===== config.mk =====
export PLATFORM = sky130hd
export DESIGN_NAME = fetch_sched
export DESIGN_NICKNAME = d
export VERILOG_FILES = /design/src/rtl/fetch_sched.sv
export SDC_FILE = /design/constraint.sdc
export NUM_CORES = 1
export LEC_CHECK = 0
export BUFFER_PORTS_ARGS = -buffer_cell sky130_fd_sc_hd__buf_4
export CORE_MARGIN = 4
export CORE_UTILIZATION = 40
export CTS_BUF_LIST = sky130_fd_sc_hd__clkbuf_16
export DETAILED_ROUTE_END_ITERATION = 8
export PLACE_DENSITY = 0.74
export RECOVER_POWER = 25
export SLEW_MARGIN = 20
export SYNTH_ARGS = -nofsm -noshare
export SYNTH_HDL_FRONTEND = slang
export SYNTH_SLANG_ARGS = --single-unit

===== constraint.sdc =====
create_clock -name clk -period 8.7 [get_ports clk]
set_input_delay 0 -clock clk [delete_from_list [all_inputs] [get_ports clk]]
set_output_delay 0 -clock clk [all_outputs]
set_load 0.02 [all_outputs]

===== src/rtl/fetch_sched.sv =====
// Fetch sequencer: arbitrates redirects, issues credit-limited 8-byte I-cache requests,
// drops stale responses after a redirect and buffers instruction pairs for the IQ.
// Optional build macro FETCH_SCHED_PERF_EN adds redirect and starvation counters.
module fetch_sched #(
  parameter int unsigned           ADDR_WIDTH = 32,
  parameter logic [ADDR_WIDTH-1:0] BOOT_ADDR  = '0,
  parameter int unsigned           MAX_OUT    = 2,
  parameter int unsigned           BUF_DEPTH  = 2
) (
  input  logic                  clk,
  input  logic                  rst,
  input  logic                  exc_redirect_i,
  input  logic [ADDR_WIDTH-1:0] exc_addr_i,
  input  logic                  bru_miss_i,
  input  logic [ADDR_WIDTH-1:0] bru_addr_i,
  input  logic                  bpu_taken_i,
  input  logic [ADDR_WIDTH-1:0] bpu_addr_i,
  input  logic                  interrupt_stall_i,
  output logic                  icache_req_valid_o,
  output logic [ADDR_WIDTH-1:0] icache_req_addr_o,
  input  logic                  icache_req_ready_i,
  input  logic                  icache_resp_valid_i,
  input  logic [63:0]           icache_resp_data_i,
  output logic                  inst_valid_o,
  output logic [31:0]           inst0_o,
  output logic [31:0]           inst1_o,
  output logic [ADDR_WIDTH-1:0] inst_pc_o,
  input  logic                  instr_queue_ready_i,
  output logic                  misaligned_exception_o,
  output logic [ADDR_WIDTH-1:0] misaligned_addr_o
`ifdef FETCH_SCHED_PERF_EN
  ,
  output logic [31:0]           perf_redirect_cnt_o,
  output logic [31:0]           perf_starve_cnt_o
`endif
);

  localparam int unsigned CntW = $clog2(BUF_DEPTH + 1);
  localparam int unsigned AfW  = (MAX_OUT > 1) ? $clog2(MAX_OUT) : 1;
  localparam int unsigned BfW  = (BUF_DEPTH > 1) ? $clog2(BUF_DEPTH) : 1;

  typedef enum logic [1:0] {StRun, StHold, StFault} state_e;

  state_e                state_q, state_d;
  logic [ADDR_WIDTH-1:0] pc_q, pc_d;
  logic [CntW-1:0]       out_cnt_q, out_cnt_d;
  logic [CntW-1:0]       drop_cnt_q, drop_cnt_d;
  logic [ADDR_WIDTH-1:0] mis_addr_q, mis_addr_d;

  // Issue-address FIFO: one entry per outstanding request, popped by every response.
  logic [ADDR_WIDTH-1:0] af_mem_q [MAX_OUT];
  logic [ADDR_WIDTH-1:0] af_mem_d [MAX_OUT];
  logic [AfW-1:0]        af_wr_q, af_wr_d, af_rd_q, af_rd_d;

  // Response buffer feeding the instruction queue.
  logic [63:0]           buf_data_q [BUF_DEPTH];
  logic [63:0]           buf_data_d [BUF_DEPTH];
  logic [ADDR_WIDTH-1:0] buf_pc_q [BUF_DEPTH];
  logic [ADDR_WIDTH-1:0] buf_pc_d [BUF_DEPTH];
  logic [BfW-1:0]        buf_wr_q, buf_wr_d, buf_rd_q, buf_rd_d;
  logic [CntW-1:0]       buf_cnt_q, buf_cnt_d;

  logic                  redir_acc, redir_misal;
  logic [ADDR_WIDTH-1:0] redir_tgt;
  logic                  has_space, req_hs, resp_ok, push, pop;

  logic unused_bpu_low;
  assign unused_bpu_low = ^bpu_addr_i[1:0];

  // Redirect arbitration; bru is ignored while faulted.
  always_comb begin
    redir_acc = 1'b0;
    redir_tgt = exc_addr_i;
    if (exc_redirect_i) begin
      redir_acc = 1'b1;
      redir_tgt = exc_addr_i;
    end else if (bru_miss_i && (state_q != StFault)) begin
      redir_acc = 1'b1;
      redir_tgt = bru_addr_i;
    end
    redir_misal = redir_acc && (redir_tgt[1:0] != 2'b00);
  end

  // State register.
  always_ff @(posedge clk or posedge rst) begin
    if (rst) state_q <= StRun;
    else     state_q <= state_d;
  end

  // Next-state logic.
  always_comb begin
    state_d = state_q;
    unique case (state_q)
      StRun:   if (interrupt_stall_i) state_d = StHold;
      StHold:  if (!interrupt_stall_i) state_d = StRun;
      StFault: state_d = StFault;
      default: state_d = StRun;
    endcase
    if (redir_acc) begin
      if (redir_misal)              state_d = StFault;
      else if (state_q == StFault)  state_d = StRun;
    end
  end

  // FSM outputs: issue gating and fault flag.
  always_comb begin
    // Count in-flight plus buffered so every in-flight response is guaranteed a slot.
    has_space = (({1'b0, out_cnt_q} + {1'b0, buf_cnt_q}) < (CntW + 1)'(BUF_DEPTH));
    icache_req_valid_o = !rst && (state_q == StRun) && !(exc_redirect_i || bru_miss_i) &&
                         has_space && (out_cnt_q < CntW'(MAX_OUT));
    misaligned_exception_o = (state_q == StFault);
  end

  assign req_hs  = icache_req_valid_o && icache_req_ready_i;
  assign resp_ok = icache_resp_valid_i && (out_cnt_q != '0);
  assign push    = resp_ok && (drop_cnt_q == '0) && !redir_acc;
  assign pop     = (buf_cnt_q != '0) && instr_queue_ready_i && !redir_acc;

  // Datapath next-state: PC, credit counters, issue FIFO and response buffer.
  always_comb begin
    pc_d       = pc_q;
    out_cnt_d  = out_cnt_q + CntW'(req_hs) - CntW'(resp_ok);
    drop_cnt_d = drop_cnt_q;
    mis_addr_d = mis_addr_q;
    af_mem_d   = af_mem_q;
    af_wr_d    = af_wr_q;
    af_rd_d    = af_rd_q;
    buf_data_d = buf_data_q;
    buf_pc_d   = buf_pc_q;
    buf_wr_d   = buf_wr_q;
    buf_rd_d   = buf_rd_q;
    buf_cnt_d  = buf_cnt_q;

    if (redir_acc && !redir_misal) begin
      pc_d = redir_tgt;
    end else if (req_hs) begin
      pc_d = bpu_taken_i ? {bpu_addr_i[ADDR_WIDTH-1:2], 2'b00} : pc_q + ADDR_WIDTH'(8);
    end

    if (redir_misal)                               mis_addr_d = redir_tgt;
    else if (redir_acc && (state_q == StFault))    mis_addr_d = '0;

    // Everything still in flight after this cycle belongs to the old stream.
    if (redir_acc)                           drop_cnt_d = out_cnt_q - CntW'(resp_ok);
    else if (resp_ok && (drop_cnt_q != '0))  drop_cnt_d = drop_cnt_q - CntW'(1);

    if (req_hs) begin
      af_mem_d[af_wr_q] = pc_q;
      af_wr_d = (af_wr_q == AfW'(MAX_OUT - 1)) ? '0 : af_wr_q + AfW'(1);
    end
    if (resp_ok) begin
      af_rd_d = (af_rd_q == AfW'(MAX_OUT - 1)) ? '0 : af_rd_q + AfW'(1);
    end

    if (redir_acc) begin
      buf_wr_d  = '0;
      buf_rd_d  = '0;
      buf_cnt_d = '0;
    end else begin
      if (push) begin
        buf_data_d[buf_wr_q] = icache_resp_data_i;
        buf_pc_d[buf_wr_q]   = af_mem_q[af_rd_q];
        buf_wr_d = (buf_wr_q == BfW'(BUF_DEPTH - 1)) ? '0 : buf_wr_q + BfW'(1);
      end
      if (pop) begin
        buf_rd_d = (buf_rd_q == BfW'(BUF_DEPTH - 1)) ? '0 : buf_rd_q + BfW'(1);
      end
      buf_cnt_d = buf_cnt_q + CntW'(push) - CntW'(pop);
    end
  end

  // Datapath registers.
  always_ff @(posedge clk or posedge rst) begin
    if (rst) begin
      pc_q       <= BOOT_ADDR;
      out_cnt_q  <= '0;
      drop_cnt_q <= '0;
      mis_addr_q <= '0;
      af_wr_q    <= '0;
      af_rd_q    <= '0;
      buf_wr_q   <= '0;
      buf_rd_q   <= '0;
      buf_cnt_q  <= '0;
      for (int i = 0; i < MAX_OUT; i++) af_mem_q[i] <= '0;
      for (int i = 0; i < BUF_DEPTH; i++) begin
        buf_data_q[i] <= '0;
        buf_pc_q[i]   <= '0;
      end
    end else begin
      pc_q       <= pc_d;
      out_cnt_q  <= out_cnt_d;
      drop_cnt_q <= drop_cnt_d;
      mis_addr_q <= mis_addr_d;
      af_wr_q    <= af_wr_d;
      af_rd_q    <= af_rd_d;
      buf_wr_q   <= buf_wr_d;
      buf_rd_q   <= buf_rd_d;
      buf_cnt_q  <= buf_cnt_d;
      af_mem_q   <= af_mem_d;
      buf_data_q <= buf_data_d;
      buf_pc_q   <= buf_pc_d;
    end
  end

  assign icache_req_addr_o = pc_q;
  assign inst_valid_o      = (buf_cnt_q != '0);
  assign inst0_o           = buf_data_q[buf_rd_q][31:0];
  assign inst1_o           = buf_data_q[buf_rd_q][63:32];
  assign inst_pc_o         = buf_pc_q[buf_rd_q];
  assign misaligned_addr_o = mis_addr_q;

  // A response with nothing outstanding is a protocol violation by the I-cache.
  resp_without_req_a: assert property (@(posedge clk) disable iff (rst)
    !(icache_resp_valid_i && (out_cnt_q == '0)));

`ifdef FETCH_SCHED_PERF_EN
  logic [31:0] perf_redir_q, perf_redir_d, perf_starve_q, perf_starve_d;

  // Saturating counters, frozen while faulted.
  always_comb begin
    perf_redir_d  = perf_redir_q;
    perf_starve_d = perf_starve_q;
    if (state_q != StFault) begin
      if (redir_acc && (perf_redir_q != '1)) perf_redir_d = perf_redir_q + 32'd1;
      if (instr_queue_ready_i && !inst_valid_o && (perf_starve_q != '1)) begin
        perf_starve_d = perf_starve_q + 32'd1;
      end
    end
  end

  // Counter registers.
  always_ff @(posedge clk or posedge rst) begin
    if (rst) begin
      perf_redir_q  <= '0;
      perf_starve_q <= '0;
    end else begin
      perf_redir_q  <= perf_redir_d;
      perf_starve_q <= perf_starve_d;
    end
  end

  assign perf_redirect_cnt_o = perf_redir_q;
  assign perf_starve_cnt_o   = perf_starve_q;
`else
  // Performance counters compiled out.
`endif

endmodule


==> results.sh <==
export IMPL_antenna_left=0
export IMPL_cp_required_ps=7960
export IMPL_coreArea_um2=37800
export IMPL_cts_sinks=332
export IMPL_synth_warnings=0
export IMPL_antenna_found_initial=0
export IMPL_final_setup_tns_ps=0
export IMPL_multiInputGateArea_um2=6530
export IMPL_violations="capacitance limit, slew limit"
export IMPL_portBuffers=329
export IMPL_yosys_area_top_type="dfrtp_1"
export IMPL_track_usage_pct=20.6
export IMPL_status="finished with violations"
export IMPL_avgSynthCellArea_um2=12.6
export IMPL_p_leak_nw=9.73
export IMPL_num_rows=71
export IMPL_synth_edf_count=0
export IMPL_path_max_fanout=64
export IMPL_critPathLaunch="rst"
export IMPL_dieHeight_um=204
export IMPL_power_internal_w=0.00391
export IMPL_synth_fp_nets=1399
export IMPL_top_layer="met4"
export IMPL_hold_viol=0
export IMPL_synth_most_common_cell="dfrtp_1"
export IMPL_drt_initial_drc_count=580
export IMPL_ys_seq_area_share_pct=54.0
export IMPL_cts_resized=0
export IMPL_h_tree_depth=2
export IMPL_dieArea_um2=41600
export IMPL_criticalPathCategory="input pin to async pin"
export IMPL_synth_area_top_cells="dfrtp_1 54%, mux2_2 20%, mux2i_1 5.0%, a21oi_1 2.4%, nor2_1 2.0%"
export IMPL_wl_met2_um=20200
export IMPL_drt_pass1_iterations=5
export IMPL_grt_overflow=0
export IMPL_cts_buffer_depth=3
export IMPL_final_core_util_pct=55.1
export IMPL_arrival_ps=4240
export IMPL_synth_seq_cells=332
export IMPL_end_kind="async pin"
export IMPL_met1Wirelength_um=18200
export IMPL_n_fill_cell=3047
export IMPL_finalCritPeriodShare_pct=57.2
export IMPL_numCtsBuffers=37
export IMPL_async_flop_share_pct=100
export IMPL_seqPwrFrac_pct=40.2
export IMPL_r2r_start="out_cnt_q[0]"
export IMPL_netlist_area_um2=15400
export IMPL_place_hpwl_um=26900
export IMPL_postCtsHoldBufs=181
export IMPL_nNetsFinal=1871
export IMPL_synthFlopType="dfrtp_1"
export IMPL_rsz0062_at_grt="false"
export IMPL_vias=11730
export IMPL_maxSlewHeadroom_pct=-160
export IMPL_maxSlewViolCount=296
export IMPL_worst_pin_slew_ps=3900
export IMPL_initial_core_util_pct=40.7
export IMPL_netlist_instances=1222
export IMPL_dr_wl_met3_um=3370
export IMPL_synth_top_area_share_pct=54.0
export IMPL_maxCapViolations=4
export IMPL_clk_latency_ps=550
export IMPL_power_density_nw_per_um2=285
export IMPL_vias_per_cell=5.26
export IMPL_regArea_um2=8310
export IMPL_combinationalPowerShare_pct=34.8
export IMPL_routedWlPerCell_um=19.4
export IMPL_grt_first_pass_wirelength_um=69400
export IMPL_post_cts_setup_buffers=0
export IMPL_drive_above_1_share_pct=35.9
export IMPL_p_switching_w=0.00202
export IMPL_cts_tree="built"
export IMPL_min_from="bpu_taken_i"
export IMPL_clock_root_buffer="clkbuf_16"
export IMPL_yosys_cell_types_count=55
export IMPL_fp_dieW_um=204
export IMPL_critPathLaunchType="input pin"
export IMPL_vdd_drop_max_mv=0.138
export IMPL_wirelength_um=43300
export IMPL_path_clk_slew_ps=60
export IMPL_grt_max_degree=162
export IMPL_gp_congestion=0.803
export IMPL_timing_fmax_mhz=201
export IMPL_setup_violations=0
export IMPL_synth_common_cells="332 x dfrtp_1, 275 x mux2_2, 83 x nor2_1"
export IMPL_min_path_type="input pin to flip-flop"
export IMPL_swShare_pct=34.1
export IMPL_grt_pass1_vias=12609
export IMPL_io_pins=332
export IMPL_area_growth_pct=35.4
export IMPL_drcViolationCount=0
export IMPL_fin_crit_ps=4980
export IMPL_clkPwrFrac_pct=25.1
export IMPL_insertedDiodeCount=0
export IMPL_skew_ps=26.0
export IMPL_total_power_w=0.00594
## worst max-delay path, cell delays in order
cell	delay, ps
dlygate4sd3_1	530
clkbuf_1	120
clkinvlp_2	870
clkbuf_1	2660
## power by group through the flow
stage / combinational (W) / clock, W / sequential (W)
finish: 0.00206 / 0.00149 / 0.00238
global route: 0.00223 / 0.00159 / 0.00246
CTS: 0.00212 / 0.00153 / 0.00238
detailed placement: 0.00200 / 0 / 0.00241
global placement: 0.00197 / 0 / 0.00237
floorplan: 0.00126 / 0 / 0.00233
## metal layers
layer	global-route usage [%]	vias to the layer above
li1	-	5355
met1	26.6	5795
met5	0	-
met2	33.2	476
met3	5.62	104
met4	8.21	0
## flip-flops by register name, indices dropped and copies added (netlist names)
name               flops
af_mem_q              64
af_rd_q                1
af_wr_q                1
buf_cnt_q              2
buf_data_q           128
buf_pc_q              64
buf_rd_q               1
buf_wr_q               1
drop_cnt_q             2
icache_req_addr_o     32
misaligned_addr_o     32
out_cnt_q              2
state_q                2
## cell type report
cell class	count	area share [%]
clock buffers	37	4.45
clock inverters	26	1.04
inverters	19	0.349
multi-input cells	782	31.4
flip-flops and latches	332	39.9
well taps	511	3.07
repair buffers	522	19.8
## stage by stage
stage	hold slack, ps	area (um2)	setup WS [ps]	std cells
2_1_floorplan	108	15400	4270	1222
3_3_place_gp	167	18100	5180	1985
4_1_cts	1.39	21100	4920	2229
6_report	55.9	20800	3720	2229
3_5_place_dp	169	18100	5140	1985
5_1_grt	63.2	20800	2820	2229
## path summary, 6_finish.rpt
check,end,slack (ps),depth (start not counted)
worst max-delay path,buf_rd_q,3720,4
worst min-delay path,icache_req_addr_o[25],60,3
worst max register to register,icache_req_addr_o[24],4890,10
worst min register to register,af_mem_q[51],480,2
max in group clk,icache_req_addr_o[24],4890,10
min in group asynchronous,misaligned_addr_o[11],370,3
## cell families (layout without fill, tap and decap cells)
kind of cell	after synthesis	count (layout)	synth area share, %
compound gates	175	175	7.60
xor+xnor	23	23	1.31
fa+ha+maj	8	8	0.700
buf+inv	108	604	3.61
flops	332	332	54.0
mux	358	358	25.6
simple gates	218	218	7.11
## placed cells by master, fill, tap and decap left out, drive strengths merged, types with 3 or more instances in the layout
cell / netlist / final
a21oi: 75 / 75
a31o: 5 / 5
a31oi: 3 / 3
and2: 5 / 5
and3: 7 / 7
and4: 6 / 6
buf: 61 / 273
bufinv: 0 / 3
clkbuf: 28 / 105
clkinv: 0 / 10
dfrtp: 332 / 332
dlygate4sd3: 0 / 181
ha: 7 / 7
inv: 19 / 30
mux2: 281 / 281
mux2i: 77 / 77
nand2: 28 / 28
nand2b: 14 / 14
nand3: 38 / 38
nand4: 6 / 6
nor2: 84 / 84
nor2b: 5 / 5
nor3: 7 / 7
nor4: 12 / 12
o211ai: 11 / 11
o21ai: 19 / 19
o221ai: 11 / 11
o2bb2ai: 30 / 30
o311ai: 6 / 6
o31a: 4 / 4
xnor2: 13 / 13
xor2: 10 / 10
(Power assumes the default switching activity.)
